[src/rtl/wb_stage_if.sv]
// Bundle of the write-back stage's upstream handshake, operand/result buses,
// load-return path and register-file write port, plus opcode category codes.

`ifndef WB_STAGE_OPCAT_DEFS
`define WB_STAGE_OPCAT_DEFS
`define INSTR_OPCAT_ADDSUB 4'd0
`define INSTR_OPCAT_LOGIC  4'd1
`define INSTR_OPCAT_SHIFT  4'd2
`define INSTR_OPCAT_MOVE   4'd3
`define INSTR_OPCAT_J      4'd4
`define INSTR_OPCAT_LD     4'd5
`define INSTR_OPCAT_ST     4'd6
`define INSTR_OPCAT_BR     4'd7
`define INSTR_OPCAT_SYS    4'd8
`endif

interface wb_stage_if #(
    parameter int DW = 32,
    parameter int AW = 5
);
    logic          valid;
    logic          ready;
    logic [5:0]    opcode;
    logic [AW-1:0] rd;
    logic [DW-1:0] pc;
    logic [DW-1:0] opgen;
    logic [DW-1:0] alu;
    logic [DW-1:0] mem;
    logic          mem_valid;
    logic [1:0]    ldsz;
    logic          ldsgn;
    logic          wr_en;
    logic [AW-1:0] wr_addr;
    logic [DW-1:0] wrdata;
    logic          busy;
    logic          ld_err;

    modport master (
        output valid, opcode, rd, pc, opgen, alu, mem, mem_valid, ldsz, ldsgn,
        input  ready, wr_en, wr_addr, wrdata, busy, ld_err
    );

    modport slave (
        input  valid, opcode, rd, pc, opgen, alu, mem, mem_valid, ldsz, ldsgn,
        output ready, wr_en, wr_addr, wrdata, busy, ld_err
    );
endinterface

[src/rtl/wb_stage.sv]
// Registered write-back stage: picks the result source by opcode category,
// extends sub-word loads, waits (with timeout) for late load data.

module wb_stage #(
    parameter int DW     = 32,
    parameter int AW     = 5,
    parameter int TMO    = 15,
    parameter int LD_EXT = 1
) (
    input logic      clk,
    input logic      rst,
    wb_stage_if.slave bus
);

    typedef enum logic {
        IDLE = 1'b0,
        WAIT = 1'b1
    } state_t;

    localparam logic [7:0]    TMO_LAST = 8'(TMO - 1);
    localparam logic [DW-1:0] BYTE_HI  = ~(DW'(8'hFF));
    localparam logic [DW-1:0] HALF_HI  = ~(DW'(16'hFFFF));

    state_t        state, state_n;
    logic [7:0]    cnt, cnt_n;
    logic [AW-1:0] rd_q, rd_n;
    logic [1:0]    ldsz_q, ldsz_n;
    logic          ldsgn_q, ldsgn_n;
    logic          wr_en_q, wr_en_n;
    logic [AW-1:0] wr_addr_q, wr_addr_n;
    logic [DW-1:0] wrdata_q, wrdata_n;
    logic          ld_err_q, ld_err_n;
    logic          accept;
    logic [3:0]    cat;

    // Masks keep this valid down to DW=16, where the half-word fill is empty.
    function automatic logic [DW-1:0] extend(input logic [DW-1:0] data,
                                             input logic [1:0]    sz,
                                             input logic          sgn);
        logic [DW-1:0] res;
        res = data;
        if (LD_EXT != 0) begin
            if (sz == 2'b00) begin
                res = (data & ~BYTE_HI) | ((sgn && data[7]) ? BYTE_HI : '0);
            end else if (sz == 2'b01) begin
                res = (data & ~HALF_HI) | ((sgn && data[15]) ? HALF_HI : '0);
            end
        end
        return res;
    endfunction

    assign bus.ready   = (state == IDLE) && !rst;
    assign bus.busy    = (state == WAIT);
    assign bus.wr_en   = wr_en_q;
    assign bus.wr_addr = wr_addr_q;
    assign bus.wrdata  = wrdata_q;
    assign bus.ld_err  = ld_err_q;

    assign accept = bus.valid && bus.ready;
    assign cat    = bus.opcode[5:2];

    always_comb begin
        state_n   = state;
        cnt_n     = cnt;
        rd_n      = rd_q;
        ldsz_n    = ldsz_q;
        ldsgn_n   = ldsgn_q;
        wr_en_n   = 1'b0;
        wr_addr_n = wr_addr_q;
        wrdata_n  = wrdata_q;
        ld_err_n  = 1'b0;

        case (state)
            IDLE: begin
                if (accept) begin
                    case (cat)
                        `INSTR_OPCAT_ADDSUB, `INSTR_OPCAT_LOGIC, `INSTR_OPCAT_SHIFT: begin
                            wr_en_n   = (bus.rd != '0);
                            wr_addr_n = bus.rd;
                            wrdata_n  = bus.alu;
                        end
                        `INSTR_OPCAT_MOVE: begin
                            wr_en_n   = (bus.rd != '0);
                            wr_addr_n = bus.rd;
                            wrdata_n  = bus.opgen;
                        end
                        `INSTR_OPCAT_J: begin
                            wr_en_n   = (bus.rd != '0);
                            wr_addr_n = bus.rd;
                            wrdata_n  = bus.pc;
                        end
                        `INSTR_OPCAT_LD: begin
                            if (bus.mem_valid) begin
                                wr_en_n   = (bus.rd != '0);
                                wr_addr_n = bus.rd;
                                wrdata_n  = extend(bus.mem, bus.ldsz, bus.ldsgn);
                            end else begin
                                state_n = WAIT;
                                cnt_n   = '0;
                                rd_n    = bus.rd;
                                ldsz_n  = bus.ldsz;
                                ldsgn_n = bus.ldsgn;
                            end
                        end
                        default: ;
                    endcase
                end
            end
            WAIT: begin
                // Returning data takes priority over the timeout on the last cycle.
                if (bus.mem_valid) begin
                    wr_en_n   = (rd_q != '0);
                    wr_addr_n = rd_q;
                    wrdata_n  = extend(bus.mem, ldsz_q, ldsgn_q);
                    state_n   = IDLE;
                    cnt_n     = '0;
                end else if (cnt == TMO_LAST) begin
                    ld_err_n = 1'b1;
                    state_n  = IDLE;
                    cnt_n    = '0;
                end else begin
                    cnt_n = cnt + 8'd1;
                end
            end
            default: state_n = IDLE;
        endcase
    end

    always_ff @(posedge clk) begin
        if (rst) begin
            state     <= IDLE;
            cnt       <= '0;
            rd_q      <= '0;
            ldsz_q    <= '0;
            ldsgn_q   <= 1'b0;
            wr_en_q   <= 1'b0;
            wr_addr_q <= '0;
            wrdata_q  <= '0;
            ld_err_q  <= 1'b0;
        end else begin
            state     <= state_n;
            cnt       <= cnt_n;
            rd_q      <= rd_n;
            ldsz_q    <= ldsz_n;
            ldsgn_q   <= ldsgn_n;
            wr_en_q   <= wr_en_n;
            wr_addr_q <= wr_addr_n;
            wrdata_q  <= wrdata_n;
            ld_err_q  <= ld_err_n;
        end
    end

endmodule

[src/flat_wrapper.sv]
// flat-port wrapper written by rule: the top's interface ports become plain ports
module wb_stage_flat 
#(
    parameter int DW     = 32,
    parameter int AW     = 5,
    parameter int TMO    = 15,
    parameter int LD_EXT = 1
)
  (clk, rst, bus_valid, bus_opcode, bus_rd, bus_pc, bus_opgen, bus_alu, bus_mem, bus_mem_valid, bus_ldsz, bus_ldsgn, bus_ready, bus_wr_en, bus_wr_addr, bus_wrdata, bus_busy, bus_ld_err);
  wb_stage_if #(.DW(DW), .AW(AW)) bus_i ();
  input logic clk;
  input logic rst;
  input wire logic [$bits(bus_i.valid)-1:0] bus_valid;
  input wire logic [$bits(bus_i.opcode)-1:0] bus_opcode;
  input wire logic [$bits(bus_i.rd)-1:0] bus_rd;
  input wire logic [$bits(bus_i.pc)-1:0] bus_pc;
  input wire logic [$bits(bus_i.opgen)-1:0] bus_opgen;
  input wire logic [$bits(bus_i.alu)-1:0] bus_alu;
  input wire logic [$bits(bus_i.mem)-1:0] bus_mem;
  input wire logic [$bits(bus_i.mem_valid)-1:0] bus_mem_valid;
  input wire logic [$bits(bus_i.ldsz)-1:0] bus_ldsz;
  input wire logic [$bits(bus_i.ldsgn)-1:0] bus_ldsgn;
  output wire logic [$bits(bus_i.ready)-1:0] bus_ready;
  output wire logic [$bits(bus_i.wr_en)-1:0] bus_wr_en;
  output wire logic [$bits(bus_i.wr_addr)-1:0] bus_wr_addr;
  output wire logic [$bits(bus_i.wrdata)-1:0] bus_wrdata;
  output wire logic [$bits(bus_i.busy)-1:0] bus_busy;
  output wire logic [$bits(bus_i.ld_err)-1:0] bus_ld_err;
  assign bus_i.valid = bus_valid;
  assign bus_i.opcode = bus_opcode;
  assign bus_i.rd = bus_rd;
  assign bus_i.pc = bus_pc;
  assign bus_i.opgen = bus_opgen;
  assign bus_i.alu = bus_alu;
  assign bus_i.mem = bus_mem;
  assign bus_i.mem_valid = bus_mem_valid;
  assign bus_i.ldsz = bus_ldsz;
  assign bus_i.ldsgn = bus_ldsgn;
  assign bus_ready = bus_i.ready;
  assign bus_wr_en = bus_i.wr_en;
  assign bus_wr_addr = bus_i.wr_addr;
  assign bus_wrdata = bus_i.wrdata;
  assign bus_busy = bus_i.busy;
  assign bus_ld_err = bus_i.ld_err;
  wb_stage #(.DW(DW), .AW(AW), .TMO(TMO), .LD_EXT(LD_EXT)) u_core (.clk(clk), .rst(rst), .bus(bus_i));
endmodule
[config.mk]
export PLATFORM = sky130hd
export DESIGN_NAME = wb_stage_flat
export DESIGN_NICKNAME = d
export VERILOG_FILES = /design/src/rtl/wb_stage_if.sv /design/src/rtl/wb_stage.sv /design/src/flat_wrapper.sv
export SDC_FILE = /design/constraint.sdc
export NUM_CORES = 1
export LEC_CHECK = 0
export CAP_MARGIN = 20
export CORE_MARGIN = 2
export CORE_UTILIZATION = 40
export CTS_CLUSTER_DIAMETER = 50
export CTS_CLUSTER_SIZE = 20
export DETAILED_ROUTE_END_ITERATION = 8
export GPL_ROUTABILITY_DRIVEN = 0
export HOLD_SLACK_MARGIN = 0.08
export PLACE_DENSITY = 0.81
export SYNTH_ARGS = -nofsm -noshare
export SYNTH_HDL_FRONTEND = slang
export SYNTH_SLANG_ARGS = --single-unit
[constraint.sdc]
create_clock -name clk -period 2.1 [get_ports clk]
set_input_delay 0.21 -clock clk [delete_from_list [all_inputs] [get_ports clk]]
set_output_delay 0.21 -clock clk [all_outputs]
set_load 0.05 [all_outputs]
==> results.toml, run 1 <==
[detailed_routing]
wl_per_cell_um = 16.7
wirelength_um = 11700
final_antenna_net_count = 0
num_vias = 4016
drt_first_pass_iters = 5
drtIter0Drc = 201
drc = 0
via_per_inst = 5.72

[sta]
rsz0062_at_grt = "no"
period_share_pct = 88.4
fin_setup_tns_ps = 0
hold_viol_final = 0
maxSlewViolCount = 0
slew_headroom_pct = 53.0
maxClockFrequency_mhz = 539
min_period_ps = 1860
holdWs_ps = 439
finalSetupViolations = 0
tightest_slew_ps = 705
worst_clock_skew_ps = 16.5

[clock_network]
cts_tree = "done"
cts_max_level = 2
clk_pin_slew_worst_paths_ps = 110
insertion_delay_ps = 320
cts_setup_buffers = 0
ctsResizeCount = 0
cts_buffer_depth = 2
ctsHoldBuffers = 0
root_buffer = "clkbuf_8"
cts_made_buffers = 5
cts_sinks = 56

[setup_path]
crit_required_ps = 2320
worstSetupPathType = "input pin to register"
critPathMaxFanout = 16
cp-end-kind = "register"
cp-start-kind = "input pin"
worstPathArrival_ps = 2070

[power_and_ir_drop]
irDropWorstVdd_uv = 249
leakagePower_nw = 2.07
power-per-cell-area_mw_per_mm2 = 451

[finish]
fin_cells = 702
design_area_mm2 = 0.00574
multi_input_area_mm2 = 0.00218
final-seq-area_mm2 = 0.00112
mostFrequentLayoutCell = "clkdlybuf4s50_1"
nets = 741
final_cell_mix = "181 x clkdlybuf4s50_1, 55 x dfxtp_1, 48 x a21oi_1"
fin_util_pct = 66.5
area_growth_pct = 62.7
fillers = 721
antenna_cells = 0
layout-drive-gt1-share_pct = 10.1

[logic_synthesis]
ys.flop_type = "dfxtp_1"
ys_types = 56
syn-instance-count = 408
synth_mux_area_share_pct = 4.29
ys_ff_latch = 56
synthDominantCellAreaShare_pct = 31.8
ys_warn_count = 0
synth-xor-area-share_pct = 0
synth_compound_area_share_pct = 37.6
postSynthAreaPerCell_um2 = 8.64
synthArstFlopShare_pct = 0
synth_top_family_by_area = "compound AO/OA/AOI/OAI gates"
yosysSeqAreaShare_pct = 31.8
synth_enable_flop_cells = 0
netlist_area_mm2 = 0.00353
synth_nets = 556
synth_fa_ha_area_share_pct = 0.709
yosys.area.top_type = "dfxtp_1"
ys_top_cells_by_area = "dfxtp_1 32%, a21oi_1 6.8%, a221oi_1 6.2%, a221o_1 4.5%, nand3b_1 4.0%"
yosys.area_share.simple_pct = 19.2

[global_route]
grt_overflow = 0
grt_pass1_vias = 4013
grt_first_pass_wirelength_um = 18800
grt_usage_pct = 23.4
grt_max_degree = 74
antenna_found_initial = 0

[floorplan]
core_area_mm2 = 0.00864
placementRows = 34
die_width_um = 97.9
io-pin-count = 187
die-area_mm2 = 0.00959
die_y_um = 97.9
start_util_pct = 40.8

[placed_design]
numPlacedInstances = 694
portBuffers = 184
dpl.hpwl_um = 9120
post_dp_cell_area_mm2 = 0.00562

[job]
maxCapViolCount = 0

[run_status]
status = "complete, no violations"

[min_path]
hold_class = "input pin to register"
-- sequential cells by signal, summed over array words and instances, names as in the netlist --
signal and flops:
u_core.bus.wrdata 32, u_core.ldsz_q 2, u_core.bus.busy 1, u_core.cnt 8
u_core.bus.wr_en 1, u_core.bus.wr_addr 5, u_core.bus.ld_err 1, u_core.ldsgn_q 1
u_core.rd_q 5
-- worst paths after layout --
path	startpoint	end	slack, ps	depth (start not counted)
min reg2reg	u_core.bus.wrdata[14]	u_core.bus.wrdata[14]	470	2
max reg2reg	u_core.ldsz_q[1]	u_core.bus.wrdata[8]	260	5
max	bus_opcode[3]	u_core.bus.wrdata[25]	240	7
min	rst	u_core.bus.wr_en	440	6
-- through the flow --
stage	total power, W	setup WS [ps]
6_report	0.00259	244
4_1_cts	0.00261	256
5_1_grt	0.00269	101
3_3_place_gp	0.00186	22.8
2_1_floorplan	0.00145	132
3_5_place_dp	0.00187	-87.6
-- cells in the mapped netlist (all sizes together) (14+ instances only) --
library cell / instances
a221oi: 25
nand2: 20
a221o: 16
o21ai: 15
a21oi: 49
nand3b: 19
a211oi: 15
o41ai: 16
buf: 21
dfxtp: 56
nor2: 39
clkbuf: 17
nand2b: 20
mux2i: 14
-- cells by family after synthesis --
| logic type | Yosys count |
|---|---|
| buffers and inverters | 42 |
| AOI/OAI and AO/OA | 173 |
| and+or+nand+nor | 120 |
| adders and majority gates | 2 |
| muxes | 15 |
| DFF | 56 |
-- critical path, stage by stage --
cell	delay, ps
clkdlybuf4s50_1	550
nand4bb_2	380
buf_4	190
nor2_2	150
buf_12	160
a221oi_1	80
o41ai_1	340
-- report_power, final --
part           switching (W)  leakage (nW)  total, W  internal [W]
clock               0.000375        0.0548  0.000735      0.000360
combinational       0.000327          1.56  0.000745      0.000418
sequential         0.0000159         0.454   0.00111       0.00109
-- per-layer routing --
metal,wire length [µm],global-route usage [%],up-vias
met1,4520,26.6,1831
met5,0,0,-
li1,-,-,1964
met3,986,6.44,32
met2,5820,41.4,189
met4,406,9.40,0
-- final cells by class --
type                       count  area share, %
multi-input combinational    310           38.0
inverter                       4          0.262
clock buffer                   5           1.20
clock inverter                 3          0.807
tap                          108           2.35
sequential                    56           19.6
timing repair buffer         216           37.8
No activity file was read; power rests on OpenSTA's default activity.
==> run 2: changes to the inputs <==
--- a/config.mk
+++ b/config.mk
@@ -7,3 +7,3 @@
 export LEC_CHECK = 0
-export CAP_MARGIN = 20
+export CAP_MARGIN = 40
 export CORE_MARGIN = 2
--- a/constraint.sdc
+++ b/constraint.sdc
@@ -3,2 +3,2 @@
 set_output_delay 0.21 -clock clk [all_outputs]
-set_load 0.05 [all_outputs]
+set_load 0.1 [all_outputs]
==> results.toml, run 2 (synthesis gave the netlist of run 1 again) <==
[placed_design]
portBuffers = 184
dpl.hpwl_um = 9020

[sta]
rsz0062_at_grt = "no"
period_share_pct = 92.3
hold_viol_final = 0
holdWs_ps = 447
slew_headroom_pct = 50.0
min_period_ps = 1940
maxSlewViolCount = 0
fin_setup_tns_ps = 0
finalSetupViolations = 0
tightest_slew_ps = 749
worst_clock_skew_ps = 11.1
maxClockFrequency_mhz = 516

[clock_network]
root_buffer = "clkbuf_8"
clk_pin_slew_worst_paths_ps = 110
cts_buffer_depth = 2
cts_setup_buffers = 0
cts_max_level = 2
ctsHoldBuffers = 0
ctsResizeCount = 0
cts_sinks = 56
cts_tree = "done"
cts_made_buffers = 5
insertion_delay_ps = 320

[setup_path]
reg2regPathDepth = 6
crit_start = "bus_opcode[5]"
worstPathArrival_ps = 2160
worstSetupPathType = "input pin to register"
cp-end-kind = "register"
cp-start-kind = "input pin"
crit_required_ps = 2320
worstReg2RegStart = "u_core.bus.busy"
critPathMaxFanout = 16
r2r_end = "u_core.rd_q[0]"
endpoint = "u_core.bus.wrdata[25]"
rrSetupSlack_ps = 510

[detailed_routing]
drt_first_pass_iters = 5
via_per_inst = 5.84
final_antenna_net_count = 0
wl_per_cell_um = 17.0
wirelength_um = 11900
drtIter0Drc = 171
drc = 0
num_vias = 4098

[floorplan]
core_area_mm2 = 0.00864
placementRows = 34
start_util_pct = 40.8
die_y_um = 97.9
die-area_mm2 = 0.00959
die_width_um = 97.9
io-pin-count = 187

[finish]
antenna_cells = 0
nets = 741
final_cell_mix = "142 x clkdlybuf4s50_1, 67 x buf_4, 55 x dfxtp_1"
mostFrequentLayoutCell = "clkdlybuf4s50_1"
layout-drive-gt1-share_pct = 16.8
fin_util_pct = 65.0
fillers = 719
largest_reg_flops = 32
area_growth_pct = 59.0

[global_route]
grt_max_degree = 74
antenna_found_initial = 0
grt_pass1_vias = 4044
grt_first_pass_wirelength_um = 19200
grt_usage_pct = 23.9
grt_overflow = 0

[min_path]
hold_class = "input pin to register"

[job]
maxCapViolCount = 0

[run_status]
status = "complete, no violations"

[power_and_ir_drop]
irDropWorstVdd_uv = 335
power-per-cell-area_mw_per_mm2 = 466
leakagePower_nw = 2.14
==> run 2: power by group <==
part	internal, W	leakage, nW	total, W	switching (W)
Clock	0.000277	0.0522	0.000659	0.000381
Sequential	0.00109	0.454	0.00111	0.0000166
Combinational	0.000407	1.63	0.000847	0.000440
Total	0.00178	2.14	0.00261	0.000838
==> run 2: per-stage QoR <==
step / cell area [µm²] / setup slack [ps] / cells / power [W]
2_1_floorplan: 3540 / 136 / 408 / 0.00156
3_3_place_gp: 5510 / -125 / 694 / 0.00196
3_5_place_dp: 5510 / -167 / 694 / 0.00197
5_1_grt: 5610 / 5.52 / 702 / 0.00271
6_report: 5610 / 162 / 702 / 0.00261
4_1_cts: 5610 / 153 / 702 / 0.00262
==> run 2: worst max-delay path, cell delays in order <==
cell and delay [ps]:
clkdlybuf4s50_1 450, nand4bb_2 320, nor2_2 640, a221oi_1 200, o41ai_1 350
==> run 2: layout make-up <==
class                      instances  area [µm²]  area share [%]
multi-input combinational        310        2190            39.0
tap                              108         135            2.41
clock buffer                       6        82.6            1.47
timing repair buffer             216        2050            36.5
clock inverter                     2        17.5           0.312
inverter                           4        15.0           0.268
sequential                        56        1120            20.0
==> run 2: metal layers <==
layer	global-route usage [%]	share of wire (%)	wire (µm)	vias up
li1	-	-	-	1967
met5	0	0	0	-
met2	43.0	49	5880	184
met1	28.6	40	4830	1932
met3	6.37	8.5	1010	15
met4	4.70	1.7	208	0
==> run 2: worst min-delay path by stage <==
stage | start | end | slack [ps] | depth (start not counted)
4_1_cts | rst | u_core.bus.wr_en | 430 | 6
5_1_grt | u_core.bus.wrdata[12] | u_core.bus.wrdata[12] | 490 | 2
3_5_place_dp | u_core.cnt[3] | u_core.cnt[3] | 440 | 1
6_report | rst | u_core.bus.wr_en | 450 | 6
3_3_place_gp | u_core.cnt[3] | u_core.cnt[3] | 430 | 1
2_1_floorplan | bus_ldsgn | u_core.ldsgn_q | 360 | 2
==> run 3: changes to the inputs <==
CTS_BUF_LIST = sky130_fd_sc_hd__clkbuf_16   (was unset)
==> results.toml, run 3 (synthesis gave the netlist of run 1 again) <==
[run_status]
status = "complete, no violations"

[floorplan]
core_area_mm2 = 0.00864
die_y_um = 97.9
placementRows = 34
die-area_mm2 = 0.00959
io-pin-count = 187
die_width_um = 97.9
start_util_pct = 40.8

[power_and_ir_drop]
p_seq_share_pct = 39.5
leakagePower_nw = 2.16
irDropWorstVdd_uv = 420
p_int_w = 0.00195
power_w = 0.00280
combPwrFrac_pct = 30.2
p_clk_share_pct = 30.2
power-per-cell-area_mw_per_mm2 = 495
switchingPower_w = 0.000855
p_sw_share_pct = 30.5

[finish]
mostFrequentLayoutCell = "clkdlybuf4s50_1"
fin_cells = 702
antenna_cells = 0
nets = 741
layout-drive-gt1-share_pct = 16.7
fin_util_pct = 65.5
largest_reg_flops = 32
area_growth_pct = 60.5
final_cell_mix = "142 x clkdlybuf4s50_1, 67 x buf_4, 55 x dfxtp_1"

[job]
maxCapViolCount = 0

[min_path]
hold_class = "register to register"

[clock_network]
root_buffer = "clkbuf_16"
cts_sinks = 56
cts_max_level = 2
ctsResizeCount = 0
ctsHoldBuffers = 0
clk_pin_slew_worst_paths_ps = 80
insertion_delay_ps = 290
cts_made_buffers = 5
cts_buffer_depth = 2
cts_setup_buffers = 0
cts_tree = "done"

[placed_design]
dpl.hpwl_um = 9020
portBuffers = 184
numPlacedInstances = 694

[sta]
min_period_ps = 1890
slew_headroom_pct = 49.9
tightest_slew_ps = 751
maxClockFrequency_mhz = 530
maxSlewViolCount = 0
rsz0062_at_grt = "no"
worst_clock_skew_ps = 9.00
hold_viol_final = 0
finalSetupViolations = 0
period_share_pct = 89.8

[setup_path]
crit_required_ps = 2260
reg2regPathDepth = 6
cpPeakStageDelay_ps = 540
cp-start-kind = "input pin"
worstSetupPathType = "input pin to register"
critPathMaxFanout = 16
cp-end-kind = "register"
worstReg2RegStart = "u_core.bus.busy"
endpoint = "u_core.bus.wrdata[22]"
slowest_stage = "clkdlybuf4s50_1"
crit_start = "bus_ldsz[0]"
rrSetupSlack_ps = 510
crit_chain = "clkdlybuf4s50_1 > mux2_2 > a21oi_1 > nor2_4 > a221oi_1 > o41ai_2"
r2r_end = "u_core.rd_q[0]"
worstPathArrival_ps = 2040

[detailed_routing]
wl_per_cell_um = 17.0
drtIter0Drc = 178
wirelength_um = 11900
drt_first_pass_iters = 5
via_per_inst = 5.83
num_vias = 4091
drc = 0
final_antenna_net_count = 0

[global_route]
grt_pass1_vias = 4068
grt_overflow = 0
grt_max_degree = 74
antenna_found_initial = 0
grt_first_pass_wirelength_um = 19100
grt_usage_pct = 23.7
[run 3: cell count changes in the layout (fill, tap and decap cells not counted), sizes merged]
cell,before,now
clkbuf,6,5
clkinv,1,2
[run 3: final cells by class]
type,instances,area [µm²]
Fill cell,710,2980
Multi-Input combinational cell,310,2190
Timing Repair Buffer,216,2050
Sequential cell,56,1120
Tap cell,108,135
Clock buffer,5,125
Clock inverter,3,21.3
Inverter,4,15.0
[run 3: worst max-delay path, delay by kind of cell]
kind | cells | cell delay [ps]
simple gates | 1 | 160
buf+inv | 1 | 540
compound gates | 3 | 770
mux | 1 | 350
[run 3: per-layer routing]
layer / GRT usage (%) / up-vias / share of wire, %
li1: - / 1967 / -
met1: 28.5 / 1933 / 41
met2: 42.5 / 180 / 49
met3: 6.44 / 11 / 8.4
met4: 4.91 / 0 / 1.5
met5: 0 / - / 0
[run 3: power groups by stage]
stage          registers [W]  logic (W)  clock network (W)
2_1_floorplan        0.00133   0.000231                  0
3_3_place_gp         0.00113   0.000832                  0
3_5_place_dp         0.00113   0.000844                  0
4_1_cts              0.00111   0.000846           0.000859
5_1_grt              0.00111   0.000894           0.000899
6_report             0.00111   0.000847           0.000847
[run 3: worst min-delay path by stage]
stage | start | slack [ps] | endpoint | cells after the start
after floorplan | bus_ldsgn | 360 | u_core.ldsgn_q | 2
after global placement | u_core.cnt[3] | 430 | u_core.cnt[3] | 1
after detailed placement | u_core.cnt[3] | 440 | u_core.cnt[3] | 1
after CTS | u_core.cnt[3] | 450 | u_core.cnt[3] | 1
after global routing | u_core.bus.wrdata[12] | 480 | u_core.bus.wrdata[12] | 2
final | u_core.cnt[3] | 450 | u_core.cnt[3] | 1
[run 3: per-stage QoR]
stage	hold slack (ps)	setup TNS (ps)	worst slack (ps)	cell area, µm²
after floorplan	357	0	136	3540
after detailed placement	440	-2340	-167	5510
final	452	0	213	5660
after CTS	451	0	136	5660
after global routing	482	0	159	5660
after global placement	432	-1810	-125	5510
==> edit, RTL diff (flow settings as in run 3) <==
`rd_q`, `wr_addr_q` and `wrdata_q` no longer have a reset.
--- a/src/rtl/wb_stage.sv
+++ b/src/rtl/wb_stage.sv
@@ -130,25 +130,25 @@
         if (rst) begin
             state     <= IDLE;
             cnt       <= '0;
-            rd_q      <= '0;
             ldsz_q    <= '0;
             ldsgn_q   <= 1'b0;
             wr_en_q   <= 1'b0;
-            wr_addr_q <= '0;
-            wrdata_q  <= '0;
             ld_err_q  <= 1'b0;
         end else begin
             state     <= state_n;
             cnt       <= cnt_n;
-            rd_q      <= rd_n;
             ldsz_q    <= ldsz_n;
             ldsgn_q   <= ldsgn_n;
             wr_en_q   <= wr_en_n;
-            wr_addr_q <= wr_addr_n;
-            wrdata_q  <= wrdata_n;
             ld_err_q  <= ld_err_n;
         end
     end
 
+    always_ff @(posedge clk) begin
+        rd_q      <= rd_n;
+        wr_addr_q <= wr_addr_n;
+        wrdata_q  <= wrdata_n;
+    end
+
 endmodule
 
Behaviour: differs if rst is asserted again (counterexample within 4 cycles, from zero or initial values and one cycle with rst high); with rst held inactive, the same outputs for 4 cycles.
==> edit against run 3 <==
- via count shrank 12%
- non-clock buffer count shrank 8
- wire length shrank 1.6%
- cell area shrank 3.7%
- sequential cell count is the same
- setup slack lost 67 ps
- total power grew 3.6%
- area after synthesis shrank 6.7%
- largest cell class is now buffers
==> edit: results <==
export IMPL_outcome="finished clean"
export IMPL_cpMaxStageDelayCell="clkdlybuf4s50_1"
export IMPL_wl_um=11750
export IMPL_numCtsBuffers=5
export IMPL_portBuffers=184
export IMPL_synthMuxAreaShare=0.03269
export IMPL_cts_max_path_buffers=2
export IMPL_syn_avg_cell_area_um2=10.32
export IMPL_crit_path_start="bus_opcode[3]"
export IMPL_synth_xor_area_frac=0.002661
export IMPL_p_leak_uw=0.002075
export IMPL_dr_pass1_iters=9
export IMPL_grt_pass1_wl_um=17680
export IMPL_post_place_ws_ps=-133.3
export IMPL_hpwl_um=8933
export IMPL_synthTopCellsByArea="edfxtp_1 38%, a222oi_1 9.7%, dfxtp_1 8.5%"
export IMPL_ir_drop_mv=0.3608
export IMPL_r2r_slack_ps=320
export IMPL_postPlaceCellArea_um2=5280
export IMPL_post_route_period_util=0.9304
export IMPL_grtUsageMet1=0.2906
export IMPL_yosysWarnings=0
export IMPL_worstHoldPathCells=2
export IMPL_grt_use_met2=0.4427
export IMPL_syn_nets=467
export IMPL_path_clk_slew_ps=70
export IMPL_critical_path_max_fanout=17
export IMPL_reg2reg_depth=2
export IMPL_worstSkewPairLatency_ps=290
export IMPL_fin_cells=613
export IMPL_grt_use_met3=0.06864
export IMPL_cp_top_family="compound AO/OA/AOI/OAI gates"
export IMPL_r2r_end="u_core.bus.wrdata[16]$_DFFE_PP_"
export IMPL_synth_fa_ha_area_frac=0.007602
export IMPL_track_usage=0.2530
export IMPL_worst_clock_skew_ps=3.513
export IMPL_arrival_ps=1950
export IMPL_drt_initial_drc_count=297
export IMPL_grt_antenna_before_repair=0
export IMPL_post_cts_buffers=0
export IMPL_synth_compound_area_frac=0.3041
export IMPL_synth_seq_area_share=0.4683
export IMPL_finalNetCount=655
export IMPL_synth_distinct_cells=53
export IMPL_ys_async_sr_fraction=0
export IMPL_holdPathEnd="u_core.cnt[3]$_SDFFE_PP0P_"
export IMPL_ys_top_cells_by_count="42 x edfxtp_1, 35 x o21ai_0, 32 x a222oi_1"
export IMPL_synth_enable_flop_cells=42
export IMPL_crit_end="u_core.bus.wrdata[21]$_DFFE_PP_"
export IMPL_drive_above_1_share=0.1791
export IMPL_slew_headroom=0.5416
export IMPL_whs_ps=482.8
export IMPL_vias_per_cell=5.869
export IMPL_grt_start_max_net_pins=34
edit: changes by cell type in the layout (fill, tap and decap cells not counted), moves of 10 or more:
cell and delta:
a21oi_1 -43, dfxtp_1 -42, edfxtp_1 +42, a222oi_1 +32, nor2_1 -32, o21ai_0 +22
inv_1 +20, nand3b_1 -18, a221o_1 -16, nand2b_1 -16, a211oi_1 -14, nand2_1 +11
o41ai_1 -11, mux2i_1 -10
edit: what timing repair did:
item | CTS | global route
endpoints found under the setup margin | 0 | 3
endpoints found under the hold margin | 0 | 0
hold buffers | 0 | 0
gates resized for setup | 0 | 1
edit: layout make-up:
| type | instances | area (um2) |
|---|---|---|
| clock inverters | 2 | 16.27 |
| multi-input cells | 213 | 1543 |
| flip-flops and latches | 56 | 1545 |
| fillers | 636 | 2644 |
| clock buffers | 6 | 150.1 |
| well taps | 105 | 131.4 |
| inverters | 23 | 86.33 |
| repair buffers | 208 | 1977 |
edit: cells by family after synthesis:
group | after synthesis
fa+ha+maj | 2
simple gates | 69
mux | 10
buf+inv | 50
flops | 56
compound gates | 131
xor+xnor | 1
edit: tightest hold or removal path, stage by stage (launching register included):
cell     delay, ps
dfxtp_1        330
inv_1           50
o21ai_1         60
edit: routing by layer:
metal | up-vias | wire (um)
met3 | 36 | 1214
li1 | 1662 | -
met1 | 1675 | 4256
met4 | 0 | 388
met5 | - | 0
met2 | 225 | 5890
edit: where the power goes:
part / total [uW] / switching [uW] / leakage [uW] / internal (uW)
combinational: 757 / 379 / 0.00150 / 377
clock: 905 / 386 / 0.0000786 / 519
sequential: 1240 / 11.7 / 0.000498 / 1230
total: 2900 / 777 / 0.00208 / 2120
